### src/rtl/smart_toilet_flow_seq_if.sv
// Host-side bundle for the smart_toilet inlet pump/valve sequencer:
// assay requests and supply status in, pump enables and status out.
interface smart_toilet_flow_seq_if;
    logic       start;
    logic       abort;
    logic       pressure_ok;
    logic [2:0] pump_en;
    logic       busy;
    logic       out_valid;
    logic       done;
    logic       aborted;
    logic [2:0] state;

    modport master (
        output start, abort, pressure_ok,
        input  pump_en, busy, out_valid, done, aborted, state
    );

    modport slave (
        input  start, abort, pressure_ok,
        output pump_en, busy, out_valid, done, aborted, state
    );
endinterface

### src/rtl/smart_toilet_flow_seq.sv
// Staggered inlet sequencer: soln3 leads, soln2 joins, soln1 joins, then a
// soln1-only carrier flush, so both fluid fronts reach their mixers together.
module smart_toilet_flow_seq #(
    parameter int unsigned CNT_W        = 16,
    parameter int unsigned T3_CYCLES    = 600,
    parameter int unsigned T2_CYCLES    = 400,
    parameter int unsigned RUN_CYCLES   = 1000,
    parameter int unsigned OUT_LAT      = 120,
    parameter int unsigned FLUSH_CYCLES = 300
) (
    input  logic                   clk,
    input  logic                   rst_n,
    smart_toilet_flow_seq_if.slave bus
);

    typedef enum logic [2:0] {
        ST_IDLE   = 3'd0,
        ST_PRIME3 = 3'd1,
        ST_PRIME2 = 3'd2,
        ST_RUN    = 3'd3,
        ST_FLUSH  = 3'd4,
        ST_DONE   = 3'd5
    } state_e;

    localparam longint          CNT_SPAN   = longint'(64'd1) << CNT_W;
    localparam logic [CNT_W-1:0] ZERO_C    = {CNT_W{1'b0}};
    localparam logic [CNT_W-1:0] LD_T3     = (T3_CYCLES    != 32'd0) ? CNT_W'(T3_CYCLES - 32'd1)    : ZERO_C;
    localparam logic [CNT_W-1:0] LD_T2     = (T2_CYCLES    != 32'd0) ? CNT_W'(T2_CYCLES - 32'd1)    : ZERO_C;
    localparam logic [CNT_W-1:0] LD_RUN    = (RUN_CYCLES   != 32'd0) ? CNT_W'(RUN_CYCLES - 32'd1)   : ZERO_C;
    localparam logic [CNT_W-1:0] LD_FLUSH  = (FLUSH_CYCLES != 32'd0) ? CNT_W'(FLUSH_CYCLES - 32'd1) : ZERO_C;
    // RUN counts down from RUN_CYCLES-1, so "counted >= OUT_LAT" means counter <= VALID_MAX.
    localparam bit               VALID_EVER = (OUT_LAT < RUN_CYCLES);
    localparam logic [CNT_W-1:0] VALID_MAX  = VALID_EVER ? CNT_W'(RUN_CYCLES - 32'd1 - OUT_LAT) : ZERO_C;

    generate
        if ((RUN_CYCLES == 32'd0) || (longint'(T3_CYCLES) > CNT_SPAN) || (longint'(T2_CYCLES) > CNT_SPAN) ||
            (longint'(RUN_CYCLES) > CNT_SPAN) || (longint'(FLUSH_CYCLES) > CNT_SPAN)) begin : g_bad_len
            $error("smart_toilet_flow_seq: phase length out of range for CNT_W");
        end
    endgenerate

    state_e           state_q, state_d;
    logic [CNT_W-1:0] cnt_q, cnt_d;
    logic             aborted_q, aborted_d;
    logic             load_s, dec_s;
    logic [2:0]       pump_en_q, pump_en_d;
    logic             busy_q, busy_d;
    logic             out_valid_q, out_valid_d;
    logic             done_q, done_d;

    function automatic state_e next_phase(input state_e s);
        state_e r;
        case (s)
            ST_PRIME3: r = ST_PRIME2;
            ST_PRIME2: r = ST_RUN;
            ST_RUN:    r = ST_FLUSH;
            ST_FLUSH:  r = ST_DONE;
            default:   r = ST_IDLE;
        endcase
        return r;
    endfunction

    // Resolve a requested phase to the first non-empty one at or after it.
    function automatic state_e enter_phase(input state_e s);
        state_e r;
        case (s)
            ST_PRIME3: r = (T3_CYCLES != 32'd0) ? ST_PRIME3 : ((T2_CYCLES != 32'd0) ? ST_PRIME2 : ST_RUN);
            ST_PRIME2: r = (T2_CYCLES != 32'd0) ? ST_PRIME2 : ST_RUN;
            ST_FLUSH:  r = (FLUSH_CYCLES != 32'd0) ? ST_FLUSH : ST_DONE;
            default:   r = s;
        endcase
        return r;
    endfunction

    function automatic logic [CNT_W-1:0] phase_load(input state_e s);
        logic [CNT_W-1:0] r;
        case (s)
            ST_PRIME3: r = LD_T3;
            ST_PRIME2: r = LD_T2;
            ST_RUN:    r = LD_RUN;
            ST_FLUSH:  r = LD_FLUSH;
            default:   r = ZERO_C;
        endcase
        return r;
    endfunction

    function automatic logic [2:0] pump_decode(input state_e s);
        logic [2:0] r;
        case (s)
            ST_PRIME3: r = 3'b100;
            ST_PRIME2: r = 3'b110;
            ST_RUN:    r = 3'b111;
            ST_FLUSH:  r = 3'b001;
            default:   r = 3'b000;
        endcase
        return r;
    endfunction

    // Next-state, phase counter and sticky abort flag.
    always_comb begin
        state_d   = state_q;
        aborted_d = aborted_q;
        load_s    = 1'b0;
        dec_s     = 1'b0;
        case (state_q)
            ST_IDLE: begin
                if (bus.start) begin
                    state_d   = enter_phase(ST_PRIME3);
                    aborted_d = 1'b0;
                    load_s    = 1'b1;
                end else begin
                    state_d   = ST_IDLE;
                end
            end
            ST_PRIME3, ST_PRIME2, ST_RUN: begin
                if (bus.abort) begin
                    state_d   = enter_phase(ST_FLUSH);
                    aborted_d = 1'b1;
                    load_s    = 1'b1;
                end else if (!bus.pressure_ok) begin
                    state_d   = state_q;
                end else if (cnt_q == ZERO_C) begin
                    state_d   = enter_phase(next_phase(state_q));
                    load_s    = 1'b1;
                end else begin
                    dec_s     = 1'b1;
                end
            end
            ST_FLUSH: begin
                if (!bus.pressure_ok) begin
                    state_d   = ST_FLUSH;
                end else if (cnt_q == ZERO_C) begin
                    state_d   = ST_DONE;
                    load_s    = 1'b1;
                end else begin
                    dec_s     = 1'b1;
                end
            end
            ST_DONE: begin
                state_d = ST_IDLE;
                load_s  = 1'b1;
            end
            default: begin
                state_d = ST_IDLE;
                load_s  = 1'b1;
            end
        endcase
        cnt_d = load_s ? phase_load(state_d) : (dec_s ? (cnt_q - CNT_W'(1)) : cnt_q);
    end

    // Output decode from the upcoming state so registered outputs line up with it.
    always_comb begin
        pump_en_d   = bus.pressure_ok ? pump_decode(state_d) : 3'b000;
        busy_d      = (state_d != ST_IDLE);
        done_d      = (state_d == ST_DONE);
        out_valid_d = VALID_EVER && bus.pressure_ok && (state_d == ST_RUN) && (cnt_d <= VALID_MAX);
    end

    // State, counter and output registers.
    always_ff @(posedge clk or negedge rst_n) begin
        if (!rst_n) begin
            state_q     <= ST_IDLE;
            cnt_q       <= ZERO_C;
            aborted_q   <= 1'b0;
            pump_en_q   <= 3'b000;
            busy_q      <= 1'b0;
            out_valid_q <= 1'b0;
            done_q      <= 1'b0;
        end else begin
            state_q     <= state_d;
            cnt_q       <= cnt_d;
            aborted_q   <= aborted_d;
            pump_en_q   <= pump_en_d;
            busy_q      <= busy_d;
            out_valid_q <= out_valid_d;
            done_q      <= done_d;
        end
    end

    assign bus.pump_en   = pump_en_q;
    assign bus.busy      = busy_q;
    assign bus.out_valid = out_valid_q;
    assign bus.done      = done_q;
    assign bus.aborted   = aborted_q;
    assign bus.state     = state_q;

endmodule

### src/flat_wrapper.sv
// flat-port wrapper written by rule: the top's interface ports become plain ports
module smart_toilet_flow_seq_flat 
#(
    parameter int unsigned CNT_W        = 16,
    parameter int unsigned T3_CYCLES    = 600,
    parameter int unsigned T2_CYCLES    = 400,
    parameter int unsigned RUN_CYCLES   = 1000,
    parameter int unsigned OUT_LAT      = 120,
    parameter int unsigned FLUSH_CYCLES = 300
)
  (clk, rst_n, bus_start, bus_abort, bus_pressure_ok, bus_pump_en, bus_busy, bus_out_valid, bus_done, bus_aborted, bus_state);
  smart_toilet_flow_seq_if bus_i ();
  input  logic clk;
  input  logic rst_n;
  input wire logic [$bits(bus_i.start)-1:0] bus_start;
  input wire logic [$bits(bus_i.abort)-1:0] bus_abort;
  input wire logic [$bits(bus_i.pressure_ok)-1:0] bus_pressure_ok;
  output wire logic [$bits(bus_i.pump_en)-1:0] bus_pump_en;
  output wire logic [$bits(bus_i.busy)-1:0] bus_busy;
  output wire logic [$bits(bus_i.out_valid)-1:0] bus_out_valid;
  output wire logic [$bits(bus_i.done)-1:0] bus_done;
  output wire logic [$bits(bus_i.aborted)-1:0] bus_aborted;
  output wire logic [$bits(bus_i.state)-1:0] bus_state;
  assign bus_i.start = bus_start;
  assign bus_i.abort = bus_abort;
  assign bus_i.pressure_ok = bus_pressure_ok;
  assign bus_pump_en = bus_i.pump_en;
  assign bus_busy = bus_i.busy;
  assign bus_out_valid = bus_i.out_valid;
  assign bus_done = bus_i.done;
  assign bus_aborted = bus_i.aborted;
  assign bus_state = bus_i.state;
  smart_toilet_flow_seq #(.CNT_W(CNT_W), .T3_CYCLES(T3_CYCLES), .T2_CYCLES(T2_CYCLES), .RUN_CYCLES(RUN_CYCLES), .OUT_LAT(OUT_LAT), .FLUSH_CYCLES(FLUSH_CYCLES)) u_core (.clk(clk), .rst_n(rst_n), .bus(bus_i));
endmodule
### config.mk
export PLATFORM = sky130hd
export DESIGN_NAME = smart_toilet_flow_seq_flat
export DESIGN_NICKNAME = d
export VERILOG_FILES = /design/src/rtl/smart_toilet_flow_seq_if.sv /design/src/rtl/smart_toilet_flow_seq.sv /design/src/flat_wrapper.sv
export SDC_FILE = /design/constraint.sdc
export NUM_CORES = 1
export LEC_CHECK = 0
export ABC_CLOCK_PERIOD_IN_PS = 3000
export BUFFER_PORTS_ARGS = -buffer_cell sky130_fd_sc_hd__buf_2
export CAP_MARGIN = 20
export CORE_MARGIN = 2
export CORE_UTILIZATION = 58
export DETAILED_ROUTE_END_ITERATION = 7
export MAX_ROUTING_LAYER = met4
export PLACE_DENSITY = 0.78
export SYNTH_ARGS = -nofsm -noshare
export SYNTH_HDL_FRONTEND = slang
export SYNTH_SLANG_ARGS = --single-unit
### constraint.sdc
create_clock -name clk -period 3 [get_ports clk]
set_input_delay 0.15 -clock clk [delete_from_list [all_inputs] [get_ports clk]]
set_output_delay 0.15 -clock clk [all_outputs]
set_load 0.01 [all_outputs]
==> results_dict.tcl, run 1 <==
set metrics [dict create \
    gr-total-overflow 0 \
    worstSetupStartpointType "flip-flop" \
    rows 18 \
    cts_inserted_buffers 3 \
    status "complete, no violations" \
    yosysWarnings 0 \
    synth_cells 164 \
    ys.flop_type "dfrtp_1" \
    fmax_ghz 0.3474 \
    fin_crit_sh_pct 95.96 \
    worst-setup-path-type "flip-flop to flip-flop" \
    place_ws_ns 0.1241 \
    worstMarginPinSlew_ns 0.5953 \
    via_per_inst 6.533 \
    total_power_mw 1.450 \
    drt_pass1_iterations 4 \
    drv_cap 0 \
    die_h_um 55.58 \
    async_reset_ff_share_pct 100.0 \
    p_per_area_nw_per_um2 828.3 \
    htreeDepth 1 \
    setup_viol 0 \
    timing_hold_violations_final 0 \
    cts_tree "done" \
    use_met3_pct 3.953 \
    grt_busiest_layer "met2" \
    arrival_ns 3.14 \
    num_vias 1398 \
    p_leak_nw 0.7446 \
    critPathRequiredTime_ns 3.26 \
    grt_pass1_wl_um 6189 \
    io_pins 15 \
    n_antenna_cell 0 \
    use_met2_pct 41.50 \
    ys_seq_area_share_pct 42.17 \
    syn_nets 171 \
    drt_wl_total_um 3947 \
    fillCellCount 193 \
    drtIter0Drc 62 \
    numPortBuffers 14 \
    synth_cell_types 41 \
    grt.total_usage_pct 25.98 \
    globalplace.congestion 0.9212 \
    grt_antenna_before_repair 0 \
    core-area_sq_um 2500 \
    root_buffer "clkbuf_4" \
    dieArea_sq_um 3089 \
    grt_max_degree 27 \
    place_inst 207 \
    synth_edf_count 0 \
    ir_drop_uv 661.1 \
    fin_cells 214 \
    min_path_type "input pin to flip-flop" \
    hpwl_um 2730 \
    grt_pass1_vias 1313 \
    clkTransAtPathRegs_ns 0.16 \
    ys_ff_latch 26 \
    floorplan.initialDensity_pct 61.71 \
    numClockSinks 26 \
    slew_headroom_pct 60.32 \
    slew_violations 0 \
    ant_nets 0 \
    postSynthAreaPerCell_sq_um 9.407 \
    cp_max_fo 5 \
    setup_ws_ns 0.1212 \
    wire_per_inst_um 18.44 \
    fin_crit_ns 2.879 \
    finalNetCount 192 \
    post-route-drc-count 0 \
    grt_use_met1_pct 34.89 \
    area_growth_pct 13.46 \
    crit_path_end_kind "flip-flop" \
    cts_buffer_depth 2 \
    clock_latency_ns 0.34 \
    fin_skew_ns 0.02323 \
    drive_above_1_share_pct 23.91 \
    syn_area_sq_um 1543 \
    rsz0062_at_grt "false" \
    tns_ns 0 \
    die_w_um 55.58 \
]
-- metrics by stage --
step	hold slack (ns)	utilization (%)	area, sq um
2_1_floorplan	-0.1456	-	1543
3_3_place_gp	0.1704	66.52	1663
3_5_place_dp	0.1832	66.52	1663
4_1_cts	0.1442	69.02	1725
5_1_grt	0.1449	70.02	1750
6_report	0.1487	70.02	1750
-- final timing paths --
check / start / to / slack, ns / cells after the start
worst max-delay path: u_core.cnt_q[8]$_DFF_PN0_ / u_core.bus.out_valid$_DFF_PN0_ / 0.12 / 7
worst min-delay path: bus_pressure_ok / u_core.bus.pump_en[1]$_DFF_PN0_ / 0.15 / 2
worst max register to register: u_core.cnt_q[8]$_DFF_PN0_ / u_core.bus.out_valid$_DFF_PN0_ / 0.12 / 7
worst min register to register: u_core.bus.aborted$_DFFE_PN0P_ / u_core.bus.aborted$_DFFE_PN0P_ / 0.56 / 2
max in group asynchronous: rst_n / u_core.cnt_q[10]$_DFF_PN0_ / 2.27 / 2
min in group asynchronous: rst_n / u_core.bus.done$_DFF_PN0_ / 0.32 / 2
-- cell usage in the layout, fill, tap and decap left out, types with 4 or more instances in the layout --
master   count
a21oi_1     19
buf_2       14
buf_4        7
dfrtp_1     26
inv_1        6
nand2_1      8
nor2_1      14
nor3_1       8
nor4_1       4
o21ai_0      9
or2_2        4
or3_1        6
xnor2_1     11
-- registers in the layout (all words and copies together) (netlist names) --
| name | cells |
|---|---|
| u_core.cnt_q | 16 |
| u_core.bus.pump_en | 3 |
| u_core.bus.state | 3 |
| u_core.bus.aborted | 1 |
| u_core.bus.busy | 1 |
| u_core.bus.done | 1 |
| u_core.bus.out_valid | 1 |
-- cell usage after synthesis (3+ instances only) --
| cell type | instances | area, sq um |
|---|---|---|
| o21ai_0 | 9 | 45.04 |
| xnor2_1 | 11 | 96.34 |
| nand3_1 | 3 | 15.01 |
| or3_1 | 6 | 37.54 |
| nor4_1 | 5 | 31.28 |
| dfrtp_1 | 26 | 650.6 |
| or4_1 | 4 | 30.03 |
| inv_1 | 6 | 22.52 |
| nor3_1 | 8 | 40.04 |
| a21oi_1 | 19 | 95.09 |
| or4b_2 | 3 | 30.03 |
| clkbuf_1 | 4 | 15.01 |
| mux2_2 | 3 | 33.78 |
| or2_2 | 4 | 25.02 |
| nand2_1 | 8 | 30.03 |
| nor2_1 | 14 | 52.55 |
-- critical path: stages, from the launching register on --
cell and delay [ns]:
dfrtp_1 0.45, or4_1 0.66, or2_2 0.36, or4_1 0.66
xnor2_1 0.18, o22ai_1 0.18, a21oi_1 0.10, a311oi_1 0.20
-- kinds of logic after synthesis --
family / share of synthesized area, %
and+or+nand+nor: 26.44
AOI/OAI and AO/OA: 17.11
DFF: 42.17
xor gates and xnor gates: 7.380
buffers and inverters: 3.082
muxes: 2.190
adders and majority gates: 1.622
-- report_power, final --
part	total [mW]	switching [mW]	internal (mW)
logic	0.660	0.398	0.262
clock network	0.249	0.114	0.135
registers	0.540	0.0975	0.443
-- per-layer routing --
metal / part of all wire, % / vias up
li1: - / 637
met1: 43 / 680
met2: 48 / 74
met3: 8.4 / 7
met4: 1.1 / 0
met5: 0 / -
-- repair_timing --
item / 4_1_cts / 5_1_grt
hold buffers: 1 / 0
resized for setup: 0 / 2
hold endpoints to repair: 26 / 0
setup endpoints to repair: 0 / 1
setup buffers: 0 / 2
-- final cells by class --
| class | instances | area (sq um) | share of cell area (%) |
|---|---|---|---|
| Clock inverter | 1 | 30.03 | 1.716 |
| Timing Repair Buffer | 22 | 132.6 | 7.577 |
| Tap cell | 30 | 37.54 | 2.144 |
| Inverter | 6 | 22.52 | 1.287 |
| Clock buffer | 3 | 22.52 | 1.287 |
| Multi-Input combinational cell | 126 | 854.6 | 48.82 |
| Sequential cell | 26 | 650.6 | 37.17 |
Power figures use the tool's default switching activity.
==> run 2: changes to the inputs <==
- BUFFER_PORTS_ARGS: -buffer_cell sky130_fd_sc_hd__buf_2 -> -buffer_cell sky130_fd_sc_hd__clkbuf_2
==> run 2 against run 1 <==
Compared with the run above: first-iteration DRC count is 21% higher; clock skew down 0.021 ns; global-route usage down 0.69 points; sequential share of layout area fell by 0.079 points; hold slack gained 0.025 ns; non-clock buffer count rose by 4; largest cell class unchanged; via count down 3.7%; die area did not move; combinational power rose by 5.9%; final cell count increased by 1.4%.
==> results_dict.tcl, run 2 (synthesis gave the netlist of run 1 again) <==
set metrics [dict create \
    ant_nets 0 \
    ir_drop_uv 569.4 \
    setup_viol 0 \
    use_met3_pct 2.791 \
    multi_input_area_sq_um 858.3 \
    crit_path_frequent_cell "or4_1" \
    fin_crit_ns 2.878 \
    slew_headroom_pct 56.24 \
    largest_reg_flops 16 \
    core-area_sq_um 2500 \
    cts_tree "done" \
    root_buffer "clkbuf_4" \
    largest_register "u_core.cnt_q" \
    drv_cap 0 \
    cp_top_family "simple AND/OR/NAND/NOR gates" \
    drtIter0Drc 75 \
    place_inst 209 \
    io_pins 15 \
    cp_cell_sequence "or4_1, or2_2, or4_1, xnor2_1, o22ai_1, a21oi_1, a311oi_2" \
    p_per_area_nw_per_um2 778.2 \
    clock_latency_ns 0.32 \
    grt_antenna_before_repair 0 \
    gr-total-overflow 0 \
    switchingPower_uw 591.1 \
    fmax_ghz 0.3475 \
    floorplan.initialDensity_pct 61.71 \
    area_growth_pct 13.71 \
    via_per_inst 6.203 \
    grt.total_usage_pct 25.29 \
    power_frac_comb_pct 51.2 \
    num_vias 1346 \
    numPortBuffers 14 \
    ff2ff_setup_slack_ns 0.12 \
    wire_per_inst_um 16.62 \
    crit_path_end_kind "flip-flop" \
    place_area_sq_um 1678 \
    min_path_type "input pin to flip-flop" \
    layout.area.seq_sq_um 650.6 \
    fin_cells 217 \
    critPathBufInv 0 \
    drive_above_1_share_pct 26.20 \
    grt_use_met1_pct 34.79 \
    numClockSinks 26 \
    worstSetupStartpointType "flip-flop" \
    arrival_ns 3.12 \
    critPathRequiredTime_ns 3.25 \
    grt_busiest_layer "met2" \
    timing_hold_violations_final 0 \
    layout_common_cells "26 x dfrtp_1, 19 x a21oi_1, 14 x nor2_1, 14 x clkbuf_2" \
    cts_inserted_buffers 3 \
    die_w_um 55.58 \
    worst-setup-path-type "flip-flop to flip-flop" \
    total_power_mw 1.365 \
    crit_slowest_cell "or4_1" \
    status "complete, no violations" \
    rows 18 \
    cp_max_fo 5 \
    max_stage_delay_ns 0.69 \
    grt_pass1_wl_um 5975 \
    cts_buffer_depth 2 \
    n_antenna_cell 0 \
    post-route-drc-count 0 \
    grt_pass1_vias 1276 \
    grt_max_degree 27 \
    drt_pass1_iterations 4 \
    worstMarginPinSlew_ns 0.6565 \
    clkTransAtPathRegs_ns 0.14 \
    p_int_uw 774.0 \
    power_frac_seq_pct 37.6 \
    finalInstanceArea_sq_um 1754 \
    hpwl_um 2720 \
    fillCellCount 191 \
    fin_crit_sh_pct 95.93 \
    use_met2_pct 39.46 \
    fin_skew_ns 0.001856 \
    drt_wl_total_um 3606 \
    p_leak_nw 0.7479 \
    die_h_um 55.58 \
    clock_power_share_pct 11.1 \
    finalNetCount 196 \
    final_common_cell "dfrtp_1" \
    htreeDepth 1 \
    dieArea_sq_um 3089 \
    globalplace.congestion 0.9111 \
    swShare_pct 43.30 \
    slew_violations 0 \
]
## run 2: what timing repair did
action / 4_1_cts / 5_1_grt
endpoints found under the hold margin: 26 / 0
setup buffers: 0 / 4
gates resized for setup: 0 / 4
setup endpoints to repair: 1 / 1
pin swaps: 2 / 2
cloned: 0 / 0
hold buffers: 1 / 0
## run 2: metrics by stage
| stage | TNS, ns | util [%] | hold WS, ns | worst slack [ns] |
|---|---|---|---|---|
| 2_1_floorplan | 0 | - | -0.1456 | 0.3256 |
| 3_3_place_gp | 0 | 67.12 | 0.1955 | 0.1426 |
| 3_5_place_dp | 0 | 67.12 | 0.2013 | 0.009533 |
| 4_1_cts | 0 | 68.42 | 0.1696 | 0.002175 |
| 5_1_grt | -0.001672 | 70.17 | 0.1507 | -0.001672 |
| 6_report | 0 | 70.17 | 0.1739 | 0.1222 |
## run 2: cell type report
class	count	area share (%)
inverter	6	1.284
tap	30	2.140
sequential	26	37.09
clock buffer	3	1.284
multi-input combinational	126	48.93
timing repair buffer	26	9.272
## run 2: worst paths after layout
check | cells after the start | from | to
max | 7 | u_core.cnt_q[9]$_DFF_PN0_ | u_core.bus.out_valid$_DFF_PN0_
min | 2 | bus_pressure_ok | u_core.bus.pump_en[1]$_DFF_PN0_
max reg2reg | 7 | u_core.cnt_q[9]$_DFF_PN0_ | u_core.bus.out_valid$_DFF_PN0_
min reg2reg | 2 | u_core.bus.aborted$_DFFE_PN0P_ | u_core.bus.aborted$_DFFE_PN0P_
max in group asynchronous | 2 | rst_n | u_core.cnt_q[0]$_DFF_PN0_
min in group asynchronous | 2 | rst_n | u_core.bus.state[0]$_DFF_PN0_
## run 2: power by group through the flow
stage          clock network, mW  logic [mW]  registers (mW)
3_5_place_dp                   0       0.685           0.517
6_report                   0.152       0.699           0.513
2_1_floorplan                  0       0.453           0.526
4_1_cts                    0.152       0.689           0.510
3_3_place_gp                   0       0.671           0.514
5_1_grt                    0.169       0.776           0.521
## run 2: metal layers
metal | up-vias | routed length (um)
li1 | 654 | -
met1 | 634 | 1614
met2 | 49 | 1740
met3 | 9 | 185
met4 | 0 | 65
met5 | - | 0
==> run 3: changes to the inputs <==
- BUFFER_PORTS_ARGS: -buffer_cell sky130_fd_sc_hd__clkbuf_2 -> -buffer_cell sky130_fd_sc_hd__buf_4
==> run 3 against run 2 <==
Compared with the run above: final cell count is the same; first-iteration DRC count is the same; non-clock buffer count decreased by 1; power up 8.1%; sequential cell count did not move; global-route usage grew 1.0 points; clock-buffer cell count unchanged; design area is 2.7% higher; clock skew up 0.0049 ns; die area unchanged; register-to-register slack improved by 0.03 ns; critical path depth shrank 1; critical path type unchanged; critical endpoint unchanged; largest cell class unchanged; largest power group unchanged.
==> results_dict.tcl, run 3 (synthesis gave the netlist of run 1 again) <==
set metrics [dict create \
    status "complete, no violations" \
    numPortBuffers 14 \
    drtIter0Drc 75 \
    fin_crit_ns 2.852 \
    n_antenna_cell 0 \
    crit_slowest_cell "or4_1" \
    globalplace.congestion 0.9054 \
    clock_latency_ns 0.32 \
    area_growth_pct 16.79 \
    die_w_um 55.58 \
    utilization_pct 72.07 \
    total_power_mw 1.475 \
    clock_power_share_pct 16.1 \
    numClockSinks 26 \
    fin_skew_ns 0.006732 \
    finalNetCount 195 \
    drt_pass1_iterations 4 \
    fillCellCount 174 \
    tns_ns 0 \
    cts_tree "done" \
    power_frac_comb_pct 49.1 \
    clkTransAtPathRegs_ns 0.14 \
    grt.total_usage_pct 26.32 \
    root_buffer "clkbuf_4" \
    io_pins 15 \
    swShare_pct 40.38 \
    worstMarginPinSlew_ns 0.4250 \
    p_int_uw 879.6 \
    fin_cells 217 \
    cp_top_family "simple AND/OR/NAND/NOR gates" \
    drive_above_1_share_pct 24.60 \
    post-route-drc-count 0 \
    place_inst 211 \
    largest_reg_flops 16 \
    cts_inserted_buffers 3 \
    rsz0062_at_grt "false" \
    num_vias 1368 \
    cts_buffer_depth 2 \
    rows 18 \
    ir_drop_uv 647.6 \
    power_frac_seq_pct 34.7 \
    grt_antenna_before_repair 0 \
    grt_pass1_vias 1293 \
    via_per_inst 6.304 \
    place_ws_ns 0.1382 \
    slew_violations 0 \
    fmax_ghz 0.3507 \
    grt_pass1_wl_um 6210 \
    drt_wl_total_um 3752 \
    die_h_um 55.58 \
    ant_nets 0 \
    htreeDepth 1 \
    drv_cap 0 \
    layout_common_cells "26 x dfrtp_1, 24 x buf_4, 19 x a21oi_1, 14 x nor2_1, 11 x xnor2_1" \
    worst-setup-path-type "flip-flop to flip-flop" \
    hpwl_um 2683 \
    p_leak_nw 0.7683 \
    dieArea_sq_um 3089 \
    final_common_cell "dfrtp_1" \
    crit_path_end_kind "flip-flop" \
    ff2ff_setup_slack_ns 0.15 \
    critPathBufInv 0 \
    cp_max_fo 8 \
    arrival_ns 3.09 \
    grt_max_degree 27 \
    switchingPower_uw 595.6 \
    setup_ws_ns 0.1484 \
    wire_per_inst_um 17.29 \
    largest_register "u_core.cnt_q" \
    slew_headroom_pct 71.37 \
    timing_hold_violations_final 0 \
    setup_viol 0 \
    p_per_area_nw_per_um2 818.8 \
    fin_crit_sh_pct 95.05 \
    cp_cell_sequence "or4_1, or4_4, o21ai_1, a21oi_2, a221o_1, a311oi_1" \
    critPathRequiredTime_ns 3.24 \
    worstSetupStartpointType "flip-flop" \
    floorplan.initialDensity_pct 61.71 \
    gr-total-overflow 0 \
    core-area_sq_um 2500 \
    min_path_type "input pin to flip-flop" \
    max_stage_delay_ns 0.71 \
]
-- run 3: cell count changes in the layout (fill, tap and decap cells not counted) --
cell,previous run,this run
bufinv_16,0,1
inv_1,5,6
clkbuf_2,14,0
or4_1,3,4
a311oi_1,0,1
a311oi_2,1,0
inv_2,1,0
buf_4,11,24
or4_4,2,1
-- run 3: cell type report --
cell class / count / area [sq um] / share of cell area, %
Multi-Input combinational cell: 126 / 848.3 / 47.08
Clock buffer: 3 / 22.52 / 1.250
Timing Repair Buffer: 25 / 190.2 / 10.56
Sequential cell: 26 / 650.6 / 36.11
Inverter: 6 / 22.52 / 1.250
Clock inverter: 1 / 30.03 / 1.667
Tap cell: 30 / 37.54 / 2.083
-- run 3: metrics by stage --
step / area [sq um] / hold WS, ns
after floorplan: 1543 / -0.1456
after global placement: 1728 / 0.06677
after detailed placement: 1728 / 0.07165
after CTS: 1790 / 0.1277
after global routing: 1802 / 0.1334
final: 1802 / 0.1386
-- run 3: final timing paths --
path,from,to,cells past startpoint
worst max-delay path,u_core.cnt_q[11]$_DFF_PN0_,u_core.bus.out_valid$_DFF_PN0_,6
worst min-delay path,bus_pressure_ok,u_core.bus.pump_en[1]$_DFF_PN0_,2
worst max register to register,u_core.cnt_q[11]$_DFF_PN0_,u_core.bus.out_valid$_DFF_PN0_,6
worst min register to register,u_core.bus.aborted$_DFFE_PN0P_,u_core.bus.aborted$_DFFE_PN0P_,2
max in group asynchronous,rst_n,u_core.cnt_q[7]$_DFF_PN0_,2
min in group asynchronous,rst_n,u_core.cnt_q[3]$_DFF_PN0_,2
-- run 3: repair_timing --
action                                  CTS  global route
endpoints found under the hold margin    26             0
gates resized for setup                   0             1
buffers inserted                          0             1
hold buffers                              1             0
endpoints found under the setup margin    0             1
-- run 3: power groups by stage --
stage	clock (mW)	sequential, mW	combinational [mW]
floorplan	0	0.526	0.453
global placement	0	0.513	0.684
detailed placement	0	0.518	0.705
CTS	0.245	0.511	0.715
global route	0.255	0.524	0.794
finish	0.238	0.512	0.725
-- run 3: per-layer routing --
layer | vias to the layer above | track usage (%) | wire [um]
met2 | 59 | 41.84 | 1849
met4 | 0 | 8.362 | 33
li1 | 648 | - | -
met3 | 5 | 3.488 | 257
met1 | 656 | 35.08 | 1613
met5 | - | - | 0
